$ cat src/rtl/fifo_pkg.sv
// Shared constants and state type for the FIFO read-side drainer.
package fifo_pkg;

    localparam int unsigned DATA_W     = 8;
    localparam int unsigned FIFO_DEPTH = 8;

    typedef enum logic [1:0] {
        IDLE  = 2'd0,
        RUN   = 2'd1,
        DRAIN = 2'd2
    } state_e;

endpackage

$ cat src/rtl/fifo_rd_drainer_if.sv
// FIFO read port plus valid/ready output stream, as seen by the drainer (master).
interface fifo_rd_drainer_if #(
    parameter int unsigned DATA_W = fifo_pkg::DATA_W
);

    logic              fifo_empty;
    logic [DATA_W-1:0] fifo_data_out;
    logic              fifo_rd;
    logic              m_valid;
    logic              m_ready;
    logic [DATA_W-1:0] m_data;

    modport master (
        input  fifo_empty,
        input  fifo_data_out,
        input  m_ready,
        output fifo_rd,
        output m_valid,
        output m_data
    );

    modport slave (
        output fifo_empty,
        output fifo_data_out,
        output m_ready,
        input  fifo_rd,
        input  m_valid,
        input  m_data
    );

endinterface

$ cat src/rtl/fifo_skid_buf.sv
// Small circular buffer: push at tail, pop at head, occupancy and registered head data.
module fifo_skid_buf #(
    parameter int unsigned DATA_W = 8,
    parameter int unsigned DEPTH  = 2,
    localparam int unsigned PW    = (DEPTH > 1) ? $clog2(DEPTH) : 1,
    localparam int unsigned OW    = $clog2(DEPTH + 1)
) (
    input  logic              i_clk,
    input  logic              i_rst_n,
    input  logic              i_push,
    input  logic [DATA_W-1:0] i_push_data,
    input  logic              i_pop,
    output logic [OW-1:0]     o_occ,
    output logic [DATA_W-1:0] o_head
);

    logic [DATA_W-1:0] r_mem [DEPTH];
    logic [PW-1:0]     r_head_ptr;
    logic [PW-1:0]     r_tail_ptr;
    logic [OW-1:0]     r_occ;
    logic              w_pop;

    assign w_pop  = i_pop && (r_occ != '0);
    assign o_occ  = r_occ;
    assign o_head = r_mem[r_head_ptr];

    always_ff @(posedge i_clk or negedge i_rst_n) begin
        if (!i_rst_n) begin
            for (int i = 0; i < int'(DEPTH); i++) begin
                r_mem[i] <= '0;
            end
            r_head_ptr <= '0;
            r_tail_ptr <= '0;
            r_occ      <= '0;
        end else begin
            if (i_push) begin
                r_mem[r_tail_ptr] <= i_push_data;
                r_tail_ptr        <= (r_tail_ptr == PW'(DEPTH - 1)) ? '0 : r_tail_ptr + PW'(1);
            end
            if (w_pop) begin
                r_head_ptr <= (r_head_ptr == PW'(DEPTH - 1)) ? '0 : r_head_ptr + PW'(1);
            end
            case ({i_push, w_pop})
                2'b10:   r_occ <= r_occ + OW'(1);
                2'b01:   r_occ <= r_occ - OW'(1);
                default: r_occ <= r_occ;
            endcase
        end
    end

    // Upstream credit must keep this from ever overflowing.
    a_no_overflow: assert property (@(posedge i_clk) disable iff (!i_rst_n)
        i_push |-> (r_occ < OW'(DEPTH)) || w_pop);

endmodule

$ cat src/rtl/fifo_rd_drainer.sv
// Drains a registered-read FIFO into a valid/ready stream with credit-based read issue.
module fifo_rd_drainer #(
    parameter int unsigned DATA_W       = 8,
    parameter int unsigned READ_LATENCY = 1,
    parameter int unsigned BUF_DEPTH    = 2,
    parameter int unsigned CNT_W        = 16
) (
    input  logic               i_clk,
    input  logic               i_rst_n,
    input  logic               i_en,
    fifo_rd_drainer_if.master  bus,
    output logic               o_busy,
    output logic [CNT_W-1:0]   o_byte_cnt
);

    import fifo_pkg::*;

    localparam int unsigned OW = $clog2(BUF_DEPTH + 1);
    localparam int unsigned SW = $clog2(BUF_DEPTH + READ_LATENCY + 1);

    state_e                  r_state;
    logic [READ_LATENCY-1:0] r_pipe;
    logic [CNT_W-1:0]        r_byte_cnt;

    logic [OW-1:0]     w_occ;
    logic [DATA_W-1:0] w_head;
    logic [SW-1:0]     w_inflight;
    logic [SW-1:0]     w_need;
    logic              w_pop;
    logic              w_push;
    logic              w_fifo_rd;
    logic              w_m_valid;

    always_comb begin
        w_inflight = '0;
        for (int i = 0; i < int'(READ_LATENCY); i++) begin
            w_inflight = w_inflight + SW'(r_pipe[i]);
        end
    end

    assign w_m_valid = (w_occ != '0);
    assign w_pop     = w_m_valid && bus.m_ready;
    assign w_push    = r_pipe[READ_LATENCY-1];
    // Room left once this cycle's pop and all outstanding reads have settled.
    assign w_need    = SW'(w_occ) + w_inflight - SW'(w_pop);
    assign w_fifo_rd = (r_state == RUN) && !bus.fifo_empty && (w_need < SW'(BUF_DEPTH));

    assign bus.fifo_rd = w_fifo_rd;
    assign bus.m_valid = w_m_valid;
    assign bus.m_data  = w_head;
    assign o_busy      = (r_state != IDLE);
    assign o_byte_cnt  = r_byte_cnt;

    always_ff @(posedge i_clk or negedge i_rst_n) begin
        if (!i_rst_n) begin
            r_pipe <= '0;
        end else begin
            r_pipe[0] <= w_fifo_rd;
            for (int i = 1; i < int'(READ_LATENCY); i++) begin
                r_pipe[i] <= r_pipe[i-1];
            end
        end
    end

    always_ff @(posedge i_clk or negedge i_rst_n) begin
        if (!i_rst_n) begin
            r_state <= IDLE;
        end else begin
            case (r_state)
                IDLE:    if (i_en) r_state <= RUN;
                RUN:     if (!i_en) r_state <= DRAIN;
                DRAIN: begin
                    if (i_en) begin
                        r_state <= RUN;
                    end else if ((w_inflight == '0) && (w_occ == '0)) begin
                        r_state <= IDLE;
                    end
                end
                default: r_state <= IDLE;
            endcase
        end
    end

    always_ff @(posedge i_clk or negedge i_rst_n) begin
        if (!i_rst_n) begin
            r_byte_cnt <= '0;
        end else if (w_pop) begin
            r_byte_cnt <= r_byte_cnt + CNT_W'(1);
        end
    end

    fifo_skid_buf #(
        .DATA_W (DATA_W),
        .DEPTH  (BUF_DEPTH)
    ) u_skid_buf (
        .i_clk       (i_clk),
        .i_rst_n     (i_rst_n),
        .i_push      (w_push),
        .i_push_data (bus.fifo_data_out),
        .i_pop       (w_pop),
        .o_occ       (w_occ),
        .o_head      (w_head)
    );

    a_no_underflow: assert property (@(posedge i_clk) disable iff (!i_rst_n)
        bus.fifo_rd |-> !bus.fifo_empty);

endmodule

$ cat src/flat_wrapper.sv
// flat-port wrapper written by rule: the top's interface ports become plain ports
module fifo_rd_drainer_flat import fifo_pkg::*;
#(
    parameter int unsigned DATA_W       = 8,
    parameter int unsigned READ_LATENCY = 1,
    parameter int unsigned BUF_DEPTH    = 2,
    parameter int unsigned CNT_W        = 16
)
  (i_clk, i_rst_n, i_en, o_busy, o_byte_cnt, bus_fifo_empty, bus_fifo_data_out, bus_m_ready, bus_fifo_rd, bus_m_valid, bus_m_data);
  fifo_rd_drainer_if #(.DATA_W(DATA_W)) bus_i ();
  input  logic i_clk;
  input  logic i_rst_n;
  input  logic i_en;
  output logic o_busy;
  output logic [CNT_W-1:0] o_byte_cnt;
  input wire logic [$bits(bus_i.fifo_empty)-1:0] bus_fifo_empty;
  input wire logic [$bits(bus_i.fifo_data_out)-1:0] bus_fifo_data_out;
  input wire logic [$bits(bus_i.m_ready)-1:0] bus_m_ready;
  output wire logic [$bits(bus_i.fifo_rd)-1:0] bus_fifo_rd;
  output wire logic [$bits(bus_i.m_valid)-1:0] bus_m_valid;
  output wire logic [$bits(bus_i.m_data)-1:0] bus_m_data;
  assign bus_i.fifo_empty = bus_fifo_empty;
  assign bus_i.fifo_data_out = bus_fifo_data_out;
  assign bus_i.m_ready = bus_m_ready;
  assign bus_fifo_rd = bus_i.fifo_rd;
  assign bus_m_valid = bus_i.m_valid;
  assign bus_m_data = bus_i.m_data;
  fifo_rd_drainer #(.DATA_W(DATA_W), .READ_LATENCY(READ_LATENCY), .BUF_DEPTH(BUF_DEPTH), .CNT_W(CNT_W)) u_core (.i_clk(i_clk), .i_rst_n(i_rst_n), .i_en(i_en), .bus(bus_i), .o_busy(o_busy), .o_byte_cnt(o_byte_cnt));
endmodule
$ cat config.mk
export PLATFORM = sky130hd
export DESIGN_NAME = fifo_rd_drainer_flat
export DESIGN_NICKNAME = d
export VERILOG_FILES = /design/src/rtl/fifo_pkg.sv /design/src/rtl/fifo_rd_drainer_if.sv /design/src/rtl/fifo_skid_buf.sv /design/src/rtl/fifo_rd_drainer.sv /design/src/flat_wrapper.sv
export SDC_FILE = /design/constraint.sdc
export NUM_CORES = 1
export LEC_CHECK = 0
export CAP_MARGIN = 20
export CELL_PAD_IN_SITES_DETAIL_PLACEMENT = 0
export CELL_PAD_IN_SITES_GLOBAL_PLACEMENT = 1
export CORE_ASPECT_RATIO = 1.2
export CORE_MARGIN = 3
export CORE_UTILIZATION = 29
export CTS_CLUSTER_SIZE = 10
export DETAILED_ROUTE_END_ITERATION = 10
export PLACE_DENSITY_LB_ADDON = 0.1
export SETUP_SLACK_MARGIN = 0.2
export SLEW_MARGIN = 20
export SYNTH_ARGS = -nofsm -noshare
export SYNTH_HDL_FRONTEND = slang
export SYNTH_SLANG_ARGS = --single-unit
export TNS_END_PERCENT = 10
$ cat constraint.sdc
create_clock -name i_clk -period 2.55 [get_ports i_clk]
set_input_delay 0.765 -clock i_clk [delete_from_list [all_inputs] [get_ports i_clk]]
set_output_delay 0.765 -clock i_clk [all_outputs]
set_load 0.01 [all_outputs]
; ---- After elaboration in Yosys (flattened, before gate mapping)
; Index checks and enable logic that the tools add are counted.
[totals]
inputBits = 13
reg_bits = 39
wordCells = 56
out_inout_bits = 27
[classes]
n_lt_le_gt_ge = 4
muxes = 14
n_bitwise = 2
n_eq_ne = 7
n_reduce_logical = 14
add_sub_neg = 7
[op_table]
columns = op, count
row1 = $mux W8, 4
row2 = $add A16 B1 Y16 const B, 1
row3 = $bwmux W16, 1
row4 = $demux W8 S1, 1
row5 = $mux W2, 4
row6 = $logic_and A1 B1 Y1, 6
row7 = $logic_not A2 Y1, 3
row8 = $pmux W2 S3, 1
row9 = $reduce_bool A2 Y1, 3
row10 = $eq A2 B1 Y1 const B, 2
row11 = $eq A2 B2 Y1 const B, 2
row12 = $ge A2 B2 Y1 const B, 2
row13 = $ne A2 B2 Y1 const B, 2
row14 = $not A1 Y2, 2
row15 = $pmux W2 S2, 1
row16 = $ne A3 B2 Y1 const B, 1
row17 = $reduce_and A3 Y1, 1
row18 = $add A1 B1 Y1 const B, 2
row19 = $add A2 B1 Y2, 1
row20 = $add A2 B1 Y2 const B, 1
row21 = $lt A2 B1 Y1 const B, 1
row22 = $lt A2 B2 Y1 const B, 1
row23 = $mux W1, 2
row24 = $sub A2 B1 Y2, 1
row25 = 2 further kinds, 2

; ---- Logic depth before layout (Yosys ltp)
[depth]
ltp_word = 6
ltp_mapped = 6
ltp_nobuf = 6

; ---- Modules after synthesis
; Synthesis repeated with hierarchy kept, for this count alone.
[unflattened]
hier_cells = 131
hier_area_um2 = 1749.2
[modules_own_cells]
columns = mod, area_each_um2, instances, seq_area_each_um2, cells_per_inst
row1 = fifo_rd_drainer, 884.6, 1, 475.5, 75
row2 = fifo_skid_buf, 864.6, 1, 500.5, 56

; ---- Worst setup path before layout
; OpenSTA, ideal clock, no wires.
[synth_timing]
kind = in2out
from = input port bus_m_ready
to = output port bus_fifo_rd
path_buffers = 0
required_time_ns = 1.785
path_slack_ns = -0.089
path_stages = 6
t_arrival_ns = 1.874
cell_sequence = o21ai_4 -> inv_1 -> ha_1 -> nor2b_1 -> xnor2_1 -> nor3_1
[synth_between]
elab_chain_len = 4
[synth_rtl]
columns = item, line_no
row1 = "start, declared", flat_wrapper.sv:18  ; input wire logic [$bits(bus_i.m_ready)-1:0] bus_m_ready;
row2 = $logic_and A1 B1 Y1, fifo_rd_drainer.sv:42  ; assign w_pop = w_m_valid && bus.m_ready;
row3 = net u_core.u_skid_buf.i_pop, fifo_skid_buf.sv:12  ; input logic i_pop,
row4 = $sub A2 B1 Y2, fifo_rd_drainer.sv:45  ; assign w_need = SW'(w_occ) + w_inflight - SW'(w_pop);
row5 = $lt A2 B2 Y1, fifo_rd_drainer.sv:46  ; assign w_fifo_rd = (r_state == RUN) && !bus.fifo_empty && (w_need < SW'(BUF_DEPTH));
row6 = $logic_and A1 B1 Y1, fifo_rd_drainer.sv:46
row7 = "end, declared", flat_wrapper.sv:19  ; output wire logic [$bits(bus_i.fifo_rd)-1:0] bus_fifo_rd;
; The timed path passes the listed nets, and every way through them passes these cells.

; ---- Worst setup path after layout
; Ends and elaborated chain as after synthesis.

==> qor.csv <==
metric,value,unit
status,completed,
drc,0,
antenna_found_initial,0,
sequentialPowerShare,38.8,%
clock.fmax,400.6,MHz
p_switching,807.1,uW
synthTopCellsByCount,"dfrtp_1, mux2_2, xnor2_1, xor2_1, nand2_1",
cap_viol_max_count,0,
synth_nets,148,
postRouteAntennaNets,0,
r2r_start,u_core.u_skid_buf.o_occ[1],
synth_area_leaders,"dfrtp_1, mux2_2, xnor2_1",
grt_max_degree,40,
yosys_warnings,0,
vias,1165,
drtIter0Drc,28,
powerDensity,1067,mW/mm2
rr_worst_depth,5,
clk_pin_slew,70,ps
combPwrFrac,41.3,%
synth-simple-area-share,12.08,%
worst_pin_slew,888.2,ps
h-tree-depth,2,
max_slew_margin,40.79,%
synthMuxAreaShare,15.53,%
gp_congestion,0.7563,
cts_tree,yes,
whs_path_depth,1,
synth_xor_area_share,11.07,%
num_rows,30,
cp.required,1790,ps
finalSetupViolCount,0,
met2_usage,16.79,%
setup_ws,53.61,ps
p_leak,1.153,nW
endpoint_kind,output pin,
swShare,30.59,%
synth_compound_area_share,2.444,%
dp.final_hpwl,2.484,mm
clk_latency,280,ps
synth_seq_area_share,56.07,%
holdPathEnd,u_core.o_byte_cnt[15],
synth-adder-area-share,2.157,%
yosysUniqueCellTypes,26,
setup.worst_path.class,in2out,
syn_area,0.001740,mm2
die_h,90.87,um
ys_ff_latch,39,
netlist_instances,132,
slew_violations,0,
synth-edff-count,0,
yosysTopAreaCell,dfrtp_1,
hp-class,reg2reg,
hold_violations,0,
cts_buffers,5,
design_area,0.002474,mm2
fin_util,43.07,%
grt.total_usage,11.00,%
ir_drop,0.3995,mV
arrival,1730,ps
busiest_layer,met2,
place_ws,-888.8,ps
grt_overflow_total,0,
synth_top_area_share,56.07,%
reg2reg_to,u_core.o_byte_cnt[8],
tns,0,ps
period_share,97.90,%
multiInputGateArea,793.3,um2
finalNetCount,202,
intPower,1.831,mW
syn_area_per_cell,13.18,um2
critPathLaunchType,input pin,
wl_per_cell,13.53,um
use_met1,14.63,%
cts_hold_buf,0,
clock_path_buffers,2,
root_buffer,clkbuf_8,
clockPowerShare,19.8,%
port_buffers,39,
rsz0062_at_grt,true,
grt_pass1_vias,1210,
grt_pass1_wl,6.044,mm
die_x,76.72,um
routed_wl,3.612,mm
antenna_cells,0,
met3_usage,3.293,%
clock_skew,3.532,ps
start_util,30.31,%
r2r_slack,1080,ps
firstDrtPassIters,4,
core,0.005743,mm2
synth_most_common_cell,dfrtp_1,
die_area,0.006971,mm2
pin_count,40,
placed_area,0.002295,mm2
period_needed,2496,ps
synth_top_family_by_area,multiplexers,
seqCellArea,977.2,um2
clock_sinks,39,
synthArstFlopShare,100.0,%
synthFlopType,dfrtp_1,
viasPerCell,4.363,
cp_max_fo,3,
fillers,544,
min_from,u_core.o_byte_cnt[15],
drive_gt1_share,31.55,%
syn2layout_area_growth,42.13,%
## per-stage QoR
step                      hold slack (ps)  power (mW)  cells
final                               476.0       2.638    267
after CTS                           486.2       2.699    267
after detailed placement            476.0       2.136    257
after global placement              464.1       2.106    257
after floorplan                     450.3       1.623    132
after global routing                508.4       2.825    267
## cell families after synthesis
kind of cell / count (synthesis)
flip-flops: 39
AND/OR/NAND/NOR: 36
multiplexers: 24
XOR/XNOR: 22
AO/OA/AOI/OAI: 5
buffers and inverters: 3
adder cells (fa/ha/maj): 3
## repair_timing
action                                  in CTS  in global routing
pin swaps                                    3                  0
endpoints found under the setup margin      10                 10
gates resized for setup                     14                 11
buffers inserted                             2                  0
## state kept, by name, indices dropped and copies added, names as in the netlist
register                      flops
u_core.o_byte_cnt                16
u_core.u_skid_buf.r_mem          16
u_core.r_state                    2
u_core.u_skid_buf.o_occ           2
u_core.r_pipe                     1
u_core.u_skid_buf.r_head_ptr      1
u_core.u_skid_buf.r_tail_ptr      1
## layer usage
| metal | vias up | wire length [um] |
|---|---|---|
| met5 | - | 0 |
| met4 | 0 | 45 |
| met3 | 4 | 135 |
| met2 | 27 | 1771 |
| met1 | 569 | 1660 |
| li1 | 565 | - |
## cell usage in the layout (no fill, tap or decap), types with 2 or more instances in the layout
cell type,Yosys,final
nor2_2,2,2
buf_2,0,2
dfrtp_1,39,38
clkbuf_8,0,6
dlymetal6s2s_1,0,9
nor2_1,3,3
mux2_2,24,24
nand3_1,6,6
nor3_2,1,2
nand2_1,8,8
ha_4,0,2
nand4_1,3,3
xor2_1,9,9
buf_4,0,9
xnor2_1,13,12
and3_1,4,4
clkdlybuf4s50_1,0,27
or2_2,2,2
## worst max-delay path by stage
stage	from	endpoint	slack [ps]	depth (start not counted)
2_1_floorplan	bus_m_ready	bus_fifo_rd	110	6
3_3_place_gp	bus_m_ready	bus_fifo_rd	-840	8
3_5_place_dp	bus_m_ready	bus_fifo_rd	-890	8
4_1_cts	bus_m_ready	bus_fifo_rd	30	8
5_1_grt	bus_m_ready	bus_fifo_rd	5	8
6_report	bus_m_ready	bus_fifo_rd	50	8
## critical path, stage by stage
cell	delay (ps)
buf_8	100
o21ai_4	70
inv_4	70
ha_4	270
nor2b_2	40
xnor2_1	130
nor3_2	140
buf_2	160
## layout make-up
class	instances	area share, %
inverter	2	0.4047
sequential	39	39.50
clock inverter	2	1.416
multi-input combinational	90	32.07
tap	80	4.047
clock buffer	6	3.338
timing repair buffer	48	19.22
## power by group through the flow
stage               sequential, mW  clock, mW  combinational [mW]
detailed placement            1.04          0                1.10
finish                        1.02      0.523                1.09
global placement              1.02          0                1.08
CTS                           1.03      0.551                1.12
floorplan                     1.01          0               0.611
global route                  1.06      0.578                1.18
(Power assumes the default switching activity.)
